[config.mk]
export PLATFORM = sky130hd
export DESIGN_NAME = mem_port_arbiter
export DESIGN_NICKNAME = d
export VERILOG_FILES = /design/src/rtl/mem_port_arbiter.sv
export SDC_FILE = /design/constraint.sdc
export NUM_CORES = 1
export LEC_CHECK = 0
export ABC_AREA = 0
export BUFFER_PORTS_ARGS = -buffer_cell sky130_fd_sc_hd__clkbuf_2
export CAP_MARGIN = 20
export CORE_UTILIZATION = 43
export DETAILED_ROUTE_END_ITERATION = 7
export GPL_ROUTABILITY_DRIVEN = 0
export GPL_TIMING_DRIVEN = 0
export PLACE_DENSITY_LB_ADDON = 0.1
export SLEW_MARGIN = 20
export SYNTH_ARGS = -nofsm -noshare
export SYNTH_HDL_FRONTEND = slang
export SYNTH_SLANG_ARGS = --single-unit
[constraint.sdc]
create_clock -name ph1 -period 1.5 [get_ports ph1]
set_input_delay 0.075 -clock ph1 [delete_from_list [all_inputs] [get_ports ph1]]
set_output_delay 0.075 -clock ph1 [all_outputs]
set_load 0.03 [all_outputs]
[src/rtl/mem_port_arbiter.sv]
// Shares one single-port memory between the core (C) and a loader/debug master (L): one access per 3 cycles, ack 2 cycles after grant.
// Tie-break: fixed L-over-C by default; define ARB_ROUND_ROBIN_EN to alternate on ties.
module mem_port_arbiter #(
    parameter int AW = 8,
    parameter int DW = 8
) (
    input  logic          ph1,
    input  logic          reset_n,
    input  logic          c_req,
    input  logic          c_we,
    input  logic [AW-1:0] c_addr,
    input  logic [DW-1:0] c_wdata,
    input  logic          l_req,
    input  logic          l_we,
    input  logic [AW-1:0] l_addr,
    input  logic [DW-1:0] l_wdata,
    output logic          c_ack,
    output logic          l_ack,
    output logic [DW-1:0] c_rdata,
    output logic [DW-1:0] l_rdata,
    output logic [AW-1:0] mem_addr,
    output logic [DW-1:0] mem_wdata,
    output logic          mem_read,
    output logic          mem_write,
    input  logic [DW-1:0] mem_rdata,
    output logic          busy,
    output logic [7:0]    c_wait_cnt
);

    typedef enum logic [1:0] {IDLE, ACCESS, RESP} state_t;

    state_t        state, state_nxt;
    logic          lat_we;
    logic          owner_l;
    logic [AW-1:0] lat_addr;
    logic [DW-1:0] lat_wdata;
    logic [DW-1:0] c_rdata_q, l_rdata_q;
    logic          grant_l;
    logic          resp_rd;

`ifdef ARB_ROUND_ROBIN_EN
    logic last_l;
    // On a tie, L wins only if C took the previous grant.
    assign grant_l = l_req && (!c_req || !last_l);
`else
    assign grant_l = l_req;
`endif

    always_ff @(posedge ph1 or negedge reset_n) begin
        if (!reset_n) begin
            state <= IDLE;
        end else begin
            state <= state_nxt;
        end
    end

    always_comb begin
        state_nxt = state;
        case (state)
            IDLE:    if (c_req || l_req) state_nxt = ACCESS;
            ACCESS:  state_nxt = RESP;
            RESP:    state_nxt = IDLE;
            default: state_nxt = IDLE;
        endcase
    end

    always_comb begin
        resp_rd   = (state == RESP) && !lat_we;
        mem_read  = (state == ACCESS) && !lat_we;
        mem_write = (state == ACCESS) && lat_we;
        c_ack     = (state == RESP) && !owner_l;
        l_ack     = (state == RESP) && owner_l;
        busy      = (state != IDLE);
        // Read data is forwarded straight from memory in the ack cycle, then held.
        c_rdata   = (resp_rd && !owner_l) ? mem_rdata : c_rdata_q;
        l_rdata   = (resp_rd && owner_l) ? mem_rdata : l_rdata_q;
    end

    assign mem_addr  = lat_addr;
    assign mem_wdata = lat_wdata;

    always_ff @(posedge ph1 or negedge reset_n) begin
        if (!reset_n) begin
            lat_we     <= 1'b0;
            owner_l    <= 1'b0;
            lat_addr   <= '0;
            lat_wdata  <= '0;
            c_rdata_q  <= '0;
            l_rdata_q  <= '0;
            c_wait_cnt <= 8'd0;
`ifdef ARB_ROUND_ROBIN_EN
            last_l     <= 1'b0;
`endif
        end else begin
            if (state == IDLE && (c_req || l_req)) begin
                owner_l   <= grant_l;
                lat_we    <= grant_l ? l_we : c_we;
                lat_addr  <= grant_l ? l_addr : c_addr;
                lat_wdata <= grant_l ? l_wdata : c_wdata;
`ifdef ARB_ROUND_ROBIN_EN
                last_l    <= grant_l;
`endif
            end
            if (resp_rd) begin
                if (owner_l) l_rdata_q <= mem_rdata;
                else         c_rdata_q <= mem_rdata;
            end
            if (c_req && !c_ack && c_wait_cnt != 8'hFF) begin
                c_wait_cnt <= c_wait_cnt + 8'd1;
            end
        end
    end

endmodule

# Yosys cells after proc, flatten, opt, wreduce, memory -nomap -nowiden
# Cells that the tools add are included.
[classes]
n_addsub = 1
eq_ne = 4
n_mux = 7
n_bitwise = 1
reduce_logical = 18
[op_table]
columns = ["cell", "count"]
rows = [
  ["8-bit two-way mux", 4],
  ["1-bit logical AND", 10],
  ["8-bit by 1-bit adder with 8-bit output (second input constant)", 1],
  ["8-bit != test (second input constant)", 1],
  ["2-bit case mux with 2 select lines", 1],
  ["2-bit AND reduction", 2],
  ["1-bit logical NOT", 3],
  ["2-bit by 1-bit == test with 1-bit output (second input constant)", 1],
  ["2-bit == test (second input constant)", 1],
  ["2-bit logical NOT", 1],
  ["2-bit two-way mux", 1],
  ["2-bit by 1-bit != test with 1-bit output (second input constant)", 1],
  ["2-bit nonzero test", 1],
  ["1-bit logical OR", 1],
  ["1-bit two-way mux", 1],
  ["1-bit inverter", 1],
]
[totals]
regBits = 44
in_bits = 46
word_cells = 39

# Depth between registers and ports, before layout
[depth]
depth_word = 5
mapped_depth = 6
ltp_nobuf = 5

# Worst setup path after synthesis
# OpenSTA, ideal clock, no wires.
[synth_timing]
path_type = "reg2reg"
start = "register c_wait_cnt[0]"
end = "register c_wait_cnt[1]"
setup_time_ns = 0.125
arrival_ns = 1.691
required_ns = 1.375
setup_slack_ns = -0.316
path_stages_with_launch = 6
path_buffers = 0
synth_period_minus_slack_ns = 1.816
path_cell_list = "dfrtp_1 ha_1 nand3_1 nand2b_2 nand3_1 mux2_2"
[synth_between]
elab_chain_len = 2
[synth_rtl]
columns = ["item", "line_no", "source"]
rows = [
  ["start, declared", "27", "output logic [7:0] c_wait_cnt"],
  ["start signal, assigned", "109", "c_wait_cnt <= c_wait_cnt + 8'd1;"],
  ["branches (longest 2 deep; another with 8-bit by 1-bit adder with 8-bit output)", "--", ""],
]
# Several ways; the timed one is not identified.
# A chain may end at the register's enable or synchronous reset.

# Worst setup path in the final report
[layout_timing]
start = "register owner_l"
end = "output c_rdata[3]"
[layout_between]
elab_chain_len = 3
[layout_rtl]
columns = ["item", "line_no", "source"]
rows = [
  ["start, declared", "34", "logic owner_l;"],
  ["start signal, assigned", "96", "owner_l <= grant_l;"],
  ["1-bit logical NOT", "75", "c_rdata = (resp_rd && !owner_l) ? mem_rdata : c_rdata_q;"],
  ["1-bit logical AND", "75", ""],
  ["8-bit two-way mux", "75", ""],
  ["end, declared", "19", "output logic [DW-1:0] c_rdata,"],
]
# Every way passes these cells.

==> impl_metrics.env <==
export IMPL_finalNonFillerCells=353
export IMPL_rsz0062_at_grt="yes"
export IMPL_worstSetupPathType="flop to output pin"
export IMPL_fin_area_mm2=0.00322
export IMPL_final_util_pct=68.1
export IMPL_hold_viol=0
export IMPL_top_usage_layer="met2"
export IMPL_syn_inst=169
export IMPL_grt_pass1_vias=1570
export IMPL_start_util_pct=44.6
export IMPL_fmax_ghz=0.498
export IMPL_final_common_cell="clkbuf_2"
export IMPL_core_area_mm2=0.00472
export IMPL_grt_util_met2_pct=29.9
export IMPL_synth_nets=216
export IMPL_cts_path_max_buffers=2
export IMPL_final_cell_mix="clkbuf_2 (69), dfrtp_1 (42), mux2_4 (25), buf_8 (20), buf_4 (18)"
export IMPL_grt_max_degree=45
export IMPL_synthArstFlopShare_pct=100
export IMPL_worst_setup_path_start_kind="flop"
export IMPL_drc=0
export IMPL_grt_ovfl_total=0
export IMPL_ant_nets=0
export IMPL_grt_usage_pct=17.7
export IMPL_worstSkewPairLatency_ps=290
export IMPL_p_sw_mw=3.18
export IMPL_met1_usage_pct=22.3
export IMPL_hold_slack_ps=63.0
export IMPL_avgSynthCellArea_um2=12.5
export IMPL_setup_violations=40
export IMPL_hpwlAfterDp_mm=3.05
export IMPL_io_pins=91
export IMPL_grt_pass1_wl_mm=7.13
export IMPL_use_met3_pct=5.42
export IMPL_synth_enable_flop_cells=0
export IMPL_synth_area_mm2=0.00211
export IMPL_die_area_mm2=0.00519
export IMPL_clockPowerShare_pct=10.0
export IMPL_final_layout_size_suffix_gt1_share_pct=58.7
export IMPL_skew_ps=5.17
export IMPL_irDropWorstVdd_mv=1.05
export IMPL_wl_per_cell_um=13.0
export IMPL_drt_vias_per_instance=4.72
export IMPL_relSlewSlack_pct=60.7
export IMPL_area_growth_pct=52.6
export IMPL_rows=25
export IMPL_numCtsBuffers=5
export IMPL_io_buffer_count=89
export IMPL_cp_num_buf_inv=2
export IMPL_cpLargestDelayFamily="simple AND/OR/NAND/NOR gates"
export IMPL_synthFlopType="dfrtp_1"
export IMPL_path_cells="or3b_1 -> buf_6 -> nor2_8 -> mux2_4 -> buf_8"
export IMPL_yosysWarnings=0
export IMPL_clkTransAtPathRegs_ps=80
export IMPL_place_ws_ps=-259
export IMPL_cts_tree="built"
export IMPL_placed_cell_area_mm2=0.00266
export IMPL_cellInternalPower_mw=4.33
export IMPL_finalMaxSlewViolations=0
export IMPL_drt_total_wl_mm=4.58
export IMPL_combPwrFrac_pct=61.1
export IMPL_fin_crit_ps=2010
export IMPL_antenna_found_initial=0
export IMPL_tns_ps=-9450
export IMPL_ys_ff_latch=44
export IMPL_hold_path_class="primary input to flop"
export IMPL_dpl_cell_count=325
export IMPL_violations="setup timing"
export IMPL_p_total_mw=7.52
export IMPL_die_w_um=72.0
export IMPL_cts_htree_levels=2
export IMPL_firstDrtPassIters=2
export IMPL_required_ps=1420
export IMPL_maxCapViolCount=0
export IMPL_cts_root_buffer="clkbuf_8"
export IMPL_vias=1666
export IMPL_seqPwrFrac_pct=28.9
export IMPL_cts_sinks=44
export IMPL_max_stage_delay_ps=390
export IMPL_drt_initial_drc_count=36
export IMPL_fillers=357
export IMPL_crit_slowest_cell="dfrtp_1"
export IMPL_die_y_um=72.0
export IMPL_arrival_ps=1930
export IMPL_layout_nets=332
export IMPL_worst_pin_slew_ps=590
export IMPL_seq_area_frac_synth_pct=52.2
export IMPL_p_leak_nw=1.61
export IMPL_period_share_pct=134
export IMPL_setup_ws_ps=-509
export IMPL_end_kind="output pin"
export IMPL_ys_types=34
export IMPL_power_density_mw_per_mm2=2340
export IMPL_status="finished, violations left"
export IMPL_diodes=0
export IMPL_worstPathMaxFanout=8
export IMPL_p_sw_share_pct=42.3
synthesized netlist by cell type (2+ instances only):
master / number / area share, %
mux2_2: 14 / 7.5
buf_6: 3 / 1.6
nand2_1: 5 / 0.89
xnor2_1: 3 / 1.2
mux2_4: 11 / 7.8
nor3_1: 2 / 0.47
nand3_1: 2 / 0.47
inv_1: 2 / 0.36
mux2i_1: 17 / 8.1
a21oi_1: 18 / 4.3
nor2_1: 18 / 3.2
nand4_2: 2 / 1.2
a31oi_1: 2 / 0.59
dfrtp_1: 44 / 52
nor2b_1: 2 / 0.59
buf_2: 6 / 1.4
routing by layer:
metal / vias to the layer above / part of all wire (%)
met5: - / 0
met4: 0 / 0.92
met3: 5 / 5.2
met2: 55 / 50
met1: 784 / 43
li1: 822 / -
power groups by stage:
stage	logic, mW	clock network [mW]	registers [mW]
global route	4.86	0.819	2.25
finish	4.59	0.750	2.17
floorplan	1.95	0	2.72
CTS	4.19	0.779	2.18
global placement	3.39	0	2.17
detailed placement	3.43	0	2.19
worst paths after layout:
check,from,to,slack (ps),cells past startpoint
worst max-delay path,owner_l$_DFFE_PN0P_,c_rdata[3],-510,5
worst min-delay path,mem_rdata[1],l_rdata_q[1]$_DFFE_PN0P_,60,2
worst max register to register,owner_l$_DFFE_PN0P_,c_rdata_q[5]$_DFFE_PN0P_,-230,5
worst min register to register,l_rdata_q[6]$_DFFE_PN0P_,l_rdata_q[6]$_DFFE_PN0P_,510,1
max in group asynchronous,reset_n,c_wait_cnt[1]$_DFFE_PN0P_,720,2
min in group asynchronous,reset_n,c_rdata_q[3]$_DFFE_PN0P_,360,2
logic make-up after synthesis:
kind of cell	synth area share (%)
xor gates and xnor gates	1.25
and+or+nand+nor	12.0
buffers and inverters	3.38
AOI/OAI and AO/OA	7.12
adders and majority gates	0.593
DFF	52.2
muxes	23.4
area by class of cell:
cell class | count | area [um^2] | area share (%)
repair buffers | 111 | 821 | 25.5
flip-flops and latches | 44 | 1100 | 34.3
well taps | 67 | 83.8 | 2.60
clock inverters | 2 | 10.0 | 0.311
multi-input cells | 114 | 1040 | 32.4
clock buffers | 6 | 82.6 | 2.57
inverters | 2 | 7.51 | 0.233
plain buffers | 7 | 66.3 | 2.06
state kept, by name (all words and copies together), names as in the netlist:
signal	count
mem_wdata	8
owner_l	1
c_rdata_q	8
l_rdata_q	8
c_wait_cnt	8
state	2
mem_addr	8
lat_we	1
timing repair:
action                     CTS  global route
hold buffers                 1             0
cloned                       1             0
setup endpoints to repair   29            62
setup buffers               10            12
gates resized for setup     67            31
hold endpoints to repair    44             0
pin swaps                    1             2
Power figures use the tool's default switching activity.
